$ cat src/rtl/clk_divider_pkg.sv
// Shared constants for the integer clock divider.
// Phase encoding for the odd-ratio state flag.
package clk_divider_pkg;

    localparam logic PHASE_LOW  = 1'b0;
    localparam logic PHASE_HIGH = 1'b1;

endpackage

$ cat src/rtl/clk_divider_mux.sv
// 2:1 clock select; kept as its own module so a dedicated clock-mux cell can be swapped in.
module clk_divider_mux (
    input  logic clk_a,
    input  logic clk_b,
    input  logic sel,
    output logic clk_out
);

    assign clk_out = sel ? clk_b : clk_a;

endmodule

$ cat src/rtl/clk_divider.sv
// Integer clock divider with runtime ratio: 50% duty for even N, low (N-1)/2 / high (N+1)/2
// for odd N, and a bypass to the reference clock when disabled or N is 0/1.
module clk_divider
    import clk_divider_pkg::*;
#(
    parameter int unsigned RATIO_WD = 3
) (
    input  logic                i_ref_clk,
    input  logic                i_rst_n,
    input  logic                i_clk_en,
    input  logic [RATIO_WD-1:0] i_div_ratio,
    output logic                o_div_clk
);

    localparam int unsigned CNT_WD = RATIO_WD - 1;

    logic [CNT_WD-1:0] cnt_q, cnt_d;
    logic              div_q, div_d;
    logic              odd_phase_q, odd_phase_d;

    logic              active;
    logic              bypass;
    logic [CNT_WD-1:0] half;
    logic [CNT_WD-1:0] even_thr;
    logic [CNT_WD-1:0] odd_lo_thr;
    logic [CNT_WD-1:0] odd_hi_thr;

    assign active = i_clk_en && (i_div_ratio != '0) && (i_div_ratio != RATIO_WD'(1));
    assign bypass = !active;

    // For odd N, (N-1)/2 == N>>1 and (N+1)/2 - 1 == N>>1.
    assign half       = i_div_ratio[RATIO_WD-1:1];
    assign even_thr   = half - CNT_WD'(1);
    assign odd_lo_thr = half - CNT_WD'(1);
    assign odd_hi_thr = half;

    // Compares use >= so a ratio decrease can never let cnt run past the threshold and wrap.
    always_comb begin
        cnt_d       = cnt_q;
        div_d       = div_q;
        odd_phase_d = odd_phase_q;
        if (!active) begin
            cnt_d       = '0;
            div_d       = 1'b0;
            odd_phase_d = PHASE_LOW;
        end else if (!i_div_ratio[0]) begin
            if (cnt_q >= even_thr) begin
                cnt_d = '0;
                div_d = ~div_q;
            end else begin
                cnt_d = cnt_q + CNT_WD'(1);
            end
            // Track the output level so a switch to an odd ratio resumes in the right phase.
            odd_phase_d = div_d;
        end else if (odd_phase_q == PHASE_LOW) begin
            if (cnt_q >= odd_lo_thr) begin
                cnt_d       = '0;
                div_d       = 1'b1;
                odd_phase_d = PHASE_HIGH;
            end else begin
                cnt_d = cnt_q + CNT_WD'(1);
            end
        end else begin
            if (cnt_q >= odd_hi_thr) begin
                cnt_d       = '0;
                div_d       = 1'b0;
                odd_phase_d = PHASE_LOW;
            end else begin
                cnt_d = cnt_q + CNT_WD'(1);
            end
        end
    end

    always_ff @(posedge i_ref_clk or negedge i_rst_n) begin
        if (!i_rst_n) begin
            cnt_q       <= '0;
            div_q       <= 1'b0;
            odd_phase_q <= PHASE_LOW;
        end else begin
            cnt_q       <= cnt_d;
            div_q       <= div_d;
            odd_phase_q <= odd_phase_d;
        end
    end

    clk_divider_mux u_mux (
        .clk_a   (div_q),
        .clk_b   (i_ref_clk),
        .sel     (bypass),
        .clk_out (o_div_clk)
    );

endmodule

$ cat config.mk
export PLATFORM = sky130hd
export DESIGN_NAME = clk_divider
export DESIGN_NICKNAME = d
export VERILOG_FILES = /design/src/rtl/clk_divider_pkg.sv /design/src/rtl/clk_divider_mux.sv /design/src/rtl/clk_divider.sv
export SDC_FILE = /design/constraint.sdc
export NUM_CORES = 1
export LEC_CHECK = 0
export ABC_CLOCK_PERIOD_IN_PS = 4300
export CORE_AREA = 2 2 39 41
export CTS_BUF_LIST = sky130_fd_sc_hd__clkbuf_16
export DETAILED_ROUTE_END_ITERATION = 16
export DIE_AREA = 0 0 41 43
export PLACE_DENSITY_LB_ADDON = 0.12
export SLEW_MARGIN = 20
export SYNTH_ARGS = -nofsm -noshare
export SYNTH_HDL_FRONTEND = slang
export SYNTH_HIERARCHICAL = 1
export SYNTH_SLANG_ARGS = --single-unit
$ cat constraint.sdc
create_clock -name i_ref_clk -period 4.3 [get_ports i_ref_clk]
set_input_delay 0.86 -clock i_ref_clk [delete_from_list [all_inputs] [get_ports i_ref_clk]]
set_output_delay 0.86 -clock i_ref_clk [all_outputs]
set_load 0.02 [all_outputs]
### Yosys cells after proc, flatten, opt, wreduce, memory -nomap -nowiden

Index checks and enable logic that the tools add are counted.

* bits in registers: 4
* bits in latches: 0
* bits in writable memories: 0
* bits in read-only memories: 0
* bits of input ports: 6
* output and inout bits: 1
* word-level logic and storage cells: 32
* memories kept: 0

* $add $sub $neg: 2
* multiply operators: 0
* divide/modulo/power cells: 0
* magnitude comparators: 2
* eq/ne operators: 3
* shift operators: 0
* muxes and demuxes: 17
* bitwise gates (word level): 1
* reductions and logical operators: 4

Operators by type and width (count)
* 2-to-1 mux 1 bit: 12
* 2-to-1 mux 2 bit: 5
* != test 4 x 3 -> 1 bit, second input constant: 2
* greater-or-equal comparator 2 bit: 2
* != test 3 x 1 -> 1 bit, second input constant: 1
* nonzero test 3 bit: 1
* adder 2 x 1 -> 2 bit, second input constant: 1
* logical AND 1 bit: 2
* AND reduction 2 bit: 1
* subtractor 2 x 1 -> 2 bit, second input constant: 1
* inverter 1 bit: 1

### Logic depth before layout (Yosys ltp)

Gate-level depths: netlist of the first run.

* depth in word-level cells: 6
* depth in mapped cells: 6

### Hierarchy

Netlist of the first run, hierarchy kept.

By module, submodules not included
* clk_divider: times used 1, cells each 33, area each 321.6 sq um, seq. area each 100.1 sq um
* clk_divider_mux: times used 1, cells each 1, area each 15.0 sq um, seq. area each 0.0 sq um

==> flow_metrics.tcl, run 1 <==
set metrics [dict create \
    core-area_um2 1380 \
    dr.pass1.iters 4 \
    dp_hpwl_um 582 \
    drv_cap 0 \
    grt_max_degree 7 \
    clk_latency_ps 330 \
    drt_wl_total_um 749 \
    cts_tree "built" \
    regArea_um2 100 \
    slew_headroom_pct 82.0 \
    worst_hold_path_type "reg -> reg" \
    pwr-share-clk_pct 77.4 \
    r2r_start "cnt_q[0]" \
    crit_end "o_div_clk" \
    yosysSeqAreaShare_pct 29.7 \
    rsz0062_at_grt "no" \
    route.met3.wl_um 33 \
    required_ps 3440 \
    grt_pass1_wl_um 1220 \
    layout.nets 58 \
    status "finished clean" \
    setup_tns_ps 0 \
    peakVddDrop_mv 0.411 \
    cts.hold.buffers_added 0 \
    vias 293 \
    synthArstFlopShare_pct 100 \
    crit_path_start_kind "clock port" \
    wl_per_cell_um 12.1 \
    yosys_warnings 6 \
    startpoint "i_ref_clk" \
    cts_resized 0 \
    die_area_um2 1760 \
    powerDensity_nw_per_um2 713 \
    final_cell_mix "6 x clkbuf_16, 6 x clkdlybuf4s50_1, 4 x ha_1, 4 x dfrtp_1, 3 x inv_1" \
    post_cts_buffers 0 \
    grt_overflow 0 \
    viasPerCell 4.73 \
    cp-end-kind "primary output" \
    rows 14 \
    syn-num-nets 44 \
    timing.rr.end "div_q" \
    drive_gt1_share_pct 28.3 \
    reg2reg_depth 6 \
    final_max_slew_viol_count 0 \
    cp_max_fo 2 \
    seqPwrFrac_pct 11.7 \
    power_uw 404 \
    hold_viol_final 0 \
    synthesis.area_um2 337 \
    drc 0 \
    io_pins 7 \
    rrSetupSlack_ps 2840 \
    fin_worst_skew_ps 0.396 \
    drt_iter0_markers 8 \
    intPower_uw 321 \
    power.switching_uw 82.8 \
    combPwrFrac_pct 10.9 \
    netlist-cell-type-count 21 \
    dp_slack_ps 529 \
    switching_share_pct 20.5 \
    worstSetupPathType "clk -> out" \
    setup_violations 0 \
    cts.clk_slew.worst_paths_ps 30 \
    antenna_left 0 \
    fp.dieW_um 41 \
    nFillCells 136 \
    max_slew.worst_pin.slew_ps 270 \
    arrival_ps 3180 \
    layout_setup_ws_ps 260 \
    multi_input_area_um2 225 \
    die_h_um 43 \
    start_util_pct 24.3 \
    holdWs_ps 475 \
    port_buffers 6 \
    syn_area_per_cell_um2 9.90 \
    antenna_found_initial 0 \
    synth_edf_count 0 \
    synth-main-ff-cell "dfrtp_1" \
    power.leakage_nw 0.259 \
    gp_congestion 0.754 \
    syn_inst 34 \
    ys_ff_latch 4 \
    wl_met1_um 309 \
    grt_pass1_vias 330 \
    met2_length_um 395 \
    top_layer "met4" \
    gr-usage-all-layers_pct 12.9 \
    syn_to_final_growth_pct 68.4 \
    antenna_cells 0 \
]
## power groups by stage
| stage | registers [mW] | clock network (mW) | logic (mW) |
|---|---|---|---|
| after floorplan | 0.0463 | 0.0202 | 0.0320 |
| after global placement | 0.0475 | 0.0321 | 0.0437 |
| after detailed placement | 0.0475 | 0.0321 | 0.0446 |
| after CTS | 0.0472 | 0.320 | 0.0447 |
| after global routing | 0.0479 | 0.325 | 0.0493 |
| final | 0.0473 | 0.313 | 0.0441 |
## worst min-delay path by stage
stage / startpoint / end / slack (ps) / cells after the start
floorplan: cnt_q[0] / cnt_q[0] / 460 / 1
global placement: cnt_q[0] / cnt_q[0] / 480 / 1
detailed placement: cnt_q[0] / cnt_q[0] / 480 / 1
CTS: cnt_q[0] / cnt_q[0] / 480 / 1
global route: cnt_q[0] / cnt_q[0] / 520 / 1
finish: cnt_q[0] / cnt_q[0] / 470 / 1
## cell usage after synthesis, types with 2 or more instances
cell type | count | share of area, %
dfrtp_1 | 4 | 30
a21oi_2 | 2 | 5.2
a22oi_1 | 2 | 4.5
ha_1 | 4 | 15
nand2_1 | 2 | 2.2
inv_1 | 3 | 3.3
nor2b_1 | 2 | 3.7
a21oi_1 | 2 | 3.0
## final cells by class
type | instances | area share (%)
inverters | 3 | 1.99
clock buffers | 7 | 28.3
repair buffers | 5 | 8.83
flip-flops and latches | 4 | 17.7
well taps | 16 | 3.53
multi-input cells | 27 | 39.7
## stage by stage
stage                     utilization, %  area (µm²)  instances
final                               41.0         567         62
after global routing                41.0         567         62
after CTS                           41.0         567         62
after detailed placement            30.1         417         56
after global placement              30.1         417         56
after floorplan                        -         337         34
## layer usage
| layer | up-vias | GRT usage, % |
|---|---|---|
| li1 | 145 | - |
| met1 | 135 | 10.2 |
| met4 | 0 | 18.7 |
| met2 | 11 | 15.6 |
| met3 | 2 | 9.95 |
| met5 | - | 0 |
## critical path, stage by stage
cell and delay [ps]:
clkbuf_16 120, clkbuf_16 130, mux2_4 250, clkdlybuf4s50_1 530
## kinds of logic (layout without fill, tap and decap cells)
group / after synthesis / in the layout / share of synthesized area (%)
DFF: 4 / 4 / 29.7
adders and majority gates: 4 / 4 / 14.9
and+or+nand+nor: 9 / 9 / 17.5
AOI/OAI and AO/OA: 11 / 11 / 24.9
xor gates and xnor gates: 2 / 2 / 5.21
buffers and inverters: 3 / 15 / 3.35
muxes: 1 / 1 / 4.46
## flip-flops by register name, indices dropped and copies added, names as in the netlist
register,cells
cnt_q,2
odd_phase_q,1
div_q,1
(Power assumes the default switching activity.)
==> inputs of run 2 (changes only) <==
- ABC_AREA: not set -> 1
- ABC_CLOCK_PERIOD_IN_PS: 4300 -> 3500
- SETUP_SLACK_MARGIN: not set -> 0.4
- clock period: 4.3 -> 3.5 ns (I/O delays scaled with it)
==> flow_metrics.tcl, run 2 <==
set metrics [dict create \
    synthDominantCellAreaShare_pct 27.7 \
    worst_hold_path_type "in -> async" \
    slew_headroom_pct 85.4 \
    die_area_um2 1760 \
    final_cell_mix "16 x nand2_1, 12 x inv_1, 6 x clkbuf_16" \
    powerDensity_nw_per_um2 827 \
    rows 14 \
    synth-main-ff-cell "dfrtp_1" \
    seqPwrFrac_pct 11.7 \
    antenna_cells 0 \
    grt_pass1_wl_um 1330 \
    yosysSeqAreaShare_pct 27.7 \
    synthArstFlopShare_pct 100 \
    ys_ff_latch 4 \
    drv_cap 0 \
    port_buffers 6 \
    required_ps 2800 \
    drive_gt1_share_pct 13.8 \
    syn_to_final_growth_pct 62.3 \
    synth_edf_count 0 \
    post_cts_buffers 0 \
    vias 345 \
    hold_viol_final 0 \
    power_uw 485 \
    dp_slack_ps 453 \
    fp.dieW_um 41 \
    die_h_um 43 \
    synth_area_leaders "dfrtp_1 28%, nand2_1 17%, ha_1 14%" \
    dr.pass1.iters 3 \
    drt_iter0_markers 3 \
    intPower_uw 376 \
    rsz0062_at_grt "no" \
    cp_max_fo 2 \
    core-area_um2 1380 \
    cts.clk_slew.worst_paths_ps 30 \
    setup_tns_ps 0 \
    switching_share_pct 22.5 \
    post-synth-top-area-cell "dfrtp_1" \
    fin_worst_skew_ps 1.06 \
    pwr-share-clk_pct 75.9 \
    power.switching_uw 109 \
    gp_congestion 0.708 \
    wl_per_cell_um 9.22 \
    drc 0 \
    cp-end-kind "primary output" \
    fin_cells 81 \
    dp_hpwl_um 570 \
    grt_pass1_vias 362 \
    final_max_slew_viol_count 0 \
    power.leakage_nw 0.328 \
    status "finished clean" \
    start_util_pct 26.1 \
    viasPerCell 4.26 \
    antenna_left 0 \
    multi_input_area_um2 216 \
    grt_overflow 0 \
    synthTopCellsByCount "16 x nand2_1, 12 x inv_1, 5 x nand3_1, 5 x nor2_1" \
    placed_cell_area_um2 442 \
    post-synth-top-count-cell "nand2_1" \
    crit_path_start_kind "clock port" \
    syn_area_per_cell_um2 6.82 \
    layout_setup_ws_ps 562 \
    layout.nets 77 \
    worstSetupPathType "clk -> out" \
    setup_violations 0 \
    layout_commonest_cell "nand2_1" \
    drt_wl_total_um 747 \
    gr-usage-all-layers_pct 12.7 \
    antenna_found_initial 0 \
    regMostFlops "cnt_q" \
    dp_cells 75 \
    syn_inst 53 \
    combPwrFrac_pct 12.4 \
    largest_reg_flops 2 \
    fin_area_um2 587 \
    yosys_warnings 6 \
    peakVddDrop_mv 0.492 \
    arrival_ps 2240 \
    max_slew.worst_pin.slew_ps 219 \
    synthesis.area_um2 362 \
    netlist-cell-type-count 11 \
    grt_max_degree 7 \
    syn-num-nets 63 \
    clk_latency_ps 330 \
    io_pins 7 \
    reg.largest.list "cnt_q: 2 flops, div_q: 1 flops, odd_phase_q: 1 flops" \
    regArea_um2 100 \
    nFillCells 141 \
    cts_tree "built" \
]
## run 2: cell count changes in the layout (fill, tap and decap cells not counted), moves of 2 or more
| cell | delta |
|---|---|
| a21oi_1 | -2 |
| a21oi_2 | -2 |
| a22oi_1 | -2 |
| inv_1 | +9 |
| nand2_1 | +14 |
| nand3_1 | +5 |
| nand4_1 | +3 |
| nor2_1 | +4 |
| nor2b_1 | -2 |
## run 2: metrics by stage
step	util [%]	hold slack (ps)
floorplan	-	404
global placement	31.9	580
detailed placement	31.9	573
CTS	42.8	571
global route	42.4	587
finish	42.4	570
## run 2: power groups by stage
| stage | Clock (mW) | Sequential, mW | Combinational (mW) |
|---|---|---|---|
| floorplan | 0.0169 | 0.0562 | 0.0435 |
| global placement | 0.0309 | 0.0575 | 0.0613 |
| detailed placement | 0.0309 | 0.0574 | 0.0608 |
| CTS | 0.381 | 0.0569 | 0.0615 |
| global route | 0.383 | 0.0579 | 0.0704 |
| finish | 0.368 | 0.0569 | 0.0602 |
## run 2: timing repair
action	4_1_cts	5_1_grt
resized for setup	2	1
pin swaps	0	0
hold buffers	0	0
gates cloned	0	0
setup endpoints to repair	1	1
## run 2: critical path, cell delays in order
cell	delay [ps]
clkbuf_16	120
clkbuf_16	130
nand2_1	40
nand2_1	50
clkbuf_2	150
## run 2: layer usage
layer	track usage (%)	part of all wire, %	vias up
li1	-	-	189
met1	15.3	48	150
met2	12.8	47	6
met3	7.85	4.3	0
met4	15.3	0	0
met5	0	0	-
## run 2: worst paths after layout
kind | startpoint | endpoint | slack [ps] | cells after the start
setup reg to reg | cnt_q[0] | div_q | 2120 | 8
min in group i_ref_clk | cnt_q[0] | cnt_q[0] | 580 | 3
hold / removal | i_rst_n | div_q | 570 | 1
max in group asynchronous | i_rst_n | cnt_q[0] | 2760 | 1
hold reg to reg | cnt_q[0] | cnt_q[0] | 580 | 3
setup / recovery | i_ref_clk | o_div_clk | 560 | 5
## run 2: area by class of cell
| class | instances | share of cell area, % |
|---|---|---|
| clock buffer | 7 | 26.4 |
| sequential | 4 | 17.1 |
| tap | 16 | 3.41 |
| multi-input combinational | 37 | 36.9 |
| inverter | 12 | 7.68 |
| timing repair buffer | 5 | 8.53 |
## run 2: cells by family (layout without fill, tap and decap cells)
family                   after synthesis  count (layout)  share of synthesized area (%)
AO/OA/AOI/OAI                          1               1                           4.50
XOR/XNOR                               2               2                           4.85
buffers and inverters                 12              24                           12.5
adder cells (fa/ha/maj)                4               4                           13.8
flip-flops                             4               4                           27.7
AND/OR/NAND/NOR                       30              30                           36.7
==> inputs of run 3 (changes only) <==
- ABC_CLOCK_PERIOD_IN_PS: 3500 -> 3000
- clock period: 3.5 -> 3 ns (I/O delays scaled with it)
==> flow_metrics.tcl, run 3 (same netlist as run 2, synthesis figures left out) <==
set metrics [dict create \
    cp_max_fo 2 \
    post_cts_buffers 0 \
    powerDensity_nw_per_um2 972 \
    path_buf_inv 3 \
    cp-end-kind "primary output" \
    io_pins 7 \
    regArea_um2 100 \
    crit_slowest_cell "clkbuf_16" \
    largest_reg_flops 2 \
    arrival_ps 1970 \
    placed_cell_area_um2 442 \
    cts.hold.buffers_added 0 \
    layout_commonest_cell "nand2_1" \
    worstSetupPathType "clk -> out" \
    rows 14 \
    rsz0062_at_grt "no" \
    die_area_um2 1760 \
    reg2reg_depth 7 \
    crit_family "buffers and inverters" \
    antenna_cells 0 \
    grt_max_degree 7 \
    gr-usage-all-layers_pct 13.2 \
    holdWs_ps 470 \
    dp_hpwl_um 561 \
    fin_area_um2 596 \
    start_util_pct 26.1 \
    port_buffers 6 \
    worst_hold_path_type "in -> async" \
    rrSetupSlack_ps 1650 \
    crit_path_start_kind "clock port" \
    layout.nets 77 \
    wl_per_cell_um 8.75 \
    cp_slowest_stage_delay_ps 130 \
    grt_overflow 0 \
    antenna_left 0 \
    fin_cells 81 \
    dr.pass1.iters 3 \
    clk_latency_ps 330 \
    hold_viol_final 0 \
    core-area_um2 1380 \
    die_h_um 43 \
    cts_tree "built" \
    drv_cap 0 \
    fp.dieW_um 41 \
    antenna_found_initial 0 \
    dp_cells 75 \
    drive_gt1_share_pct 15.4 \
    required_ps 2400 \
    viasPerCell 4.15 \
    grt_pass1_wl_um 1360 \
    syn_to_final_growth_pct 64.7 \
    peakVddDrop_mv 0.663 \
    slew_headroom_pct 85.3 \
    vias 336 \
    gp_congestion 0.710 \
    timing.rr.end "div_q" \
    drt_iter0_markers 2 \
    grt_pass1_vias 378 \
    drt_wl_total_um 709 \
    regMostFlops "cnt_q" \
    drc 0 \
    worstSetupPathDepth 5 \
    max_slew.worst_pin.slew_ps 219 \
    nFillCells 144 \
    fin_worst_skew_ps 1.52 \
    setup_violations 0 \
    setup_tns_ps 0 \
    power_uw 579 \
    cts.clk_slew.worst_paths_ps 30 \
    crit_end "o_div_clk" \
    path_cells "clkbuf_16 > clkbuf_16 > nand2_2 > nand2_1 > buf_6" \
    reg.largest.list "cnt_q: 2 flops, div_q: 1 flops, odd_phase_q: 1 flops" \
    final_cell_mix "15 x nand2_1, 12 x inv_1, 6 x clkbuf_16" \
    startpoint "i_ref_clk" \
    power.leakage_nw 0.330 \
    r2r_start "cnt_q[1]" \
    final_max_slew_viol_count 0 \
    multi_input_area_um2 219 \
    critical_path.most_common_cell "clkbuf_16" \
    status "finished clean" \
]
-- run 3: changes by cell type in the layout (fill, tap and decap cells not counted) --
cell	change
buf_6	+1
clkbuf_2	-1
nand2_1	-1
nand2_2	+1
-- run 3: through the flow --
step	setup slack (ps)	util, %
detailed placement	303	31.9
CTS	400	42.4
global route	402	43.0
finish	432	43.0
global placement	303	31.9
floorplan	732	-
-- run 3: timing repair --
| action | in CTS | in global routing |
|---|---|---|
| pin swaps | 0 | 1 |
| gates resized for setup | 4 | 3 |
| setup endpoints to repair | 3 | 1 |
-- run 3: worst min-delay path by stage --
stage	start	endpoint	slack, ps
after floorplan	i_rst_n	cnt_q[0]	300
after global placement	cnt_q[0]	cnt_q[0]	580
after detailed placement	cnt_q[0]	cnt_q[0]	570
after CTS	i_rst_n	div_q	470
after global routing	i_rst_n	div_q	490
final	i_rst_n	div_q	470
-- run 3: metal layers --
metal / routed length, µm / vias up / track usage (%)
li1: - / 188 / -
met4: 0 / 0 / 16.0
met5: 0 / - / 0
met2: 327 / 5 / 12.8
met1: 343 / 143 / 14.3
met3: 38 / 0 / 11.5
-- run 3: worst reg2reg max path, cell delays in order (launching register included) --
cell	delay, ps
dfrtp_1	410
ha_1	330
nand2_1	120
nand3_2	100
nand2_1	70
nand3_1	80
nand3_1	80
nand2_1	50
-- run 3: power by group --
group	switching, mW	internal [mW]
Combinational	0.0404	0.0290
Clock	0.0826	0.361
Sequential	0.00519	0.0609
-- run 3: cell type report --
class,instances,area share (%)
Clock buffer,7,27.1
Inverter,12,7.56
Multi-Input combinational cell,37,36.8
Sequential cell,4,16.8
Tap cell,16,3.36
Timing Repair Buffer,5,8.40
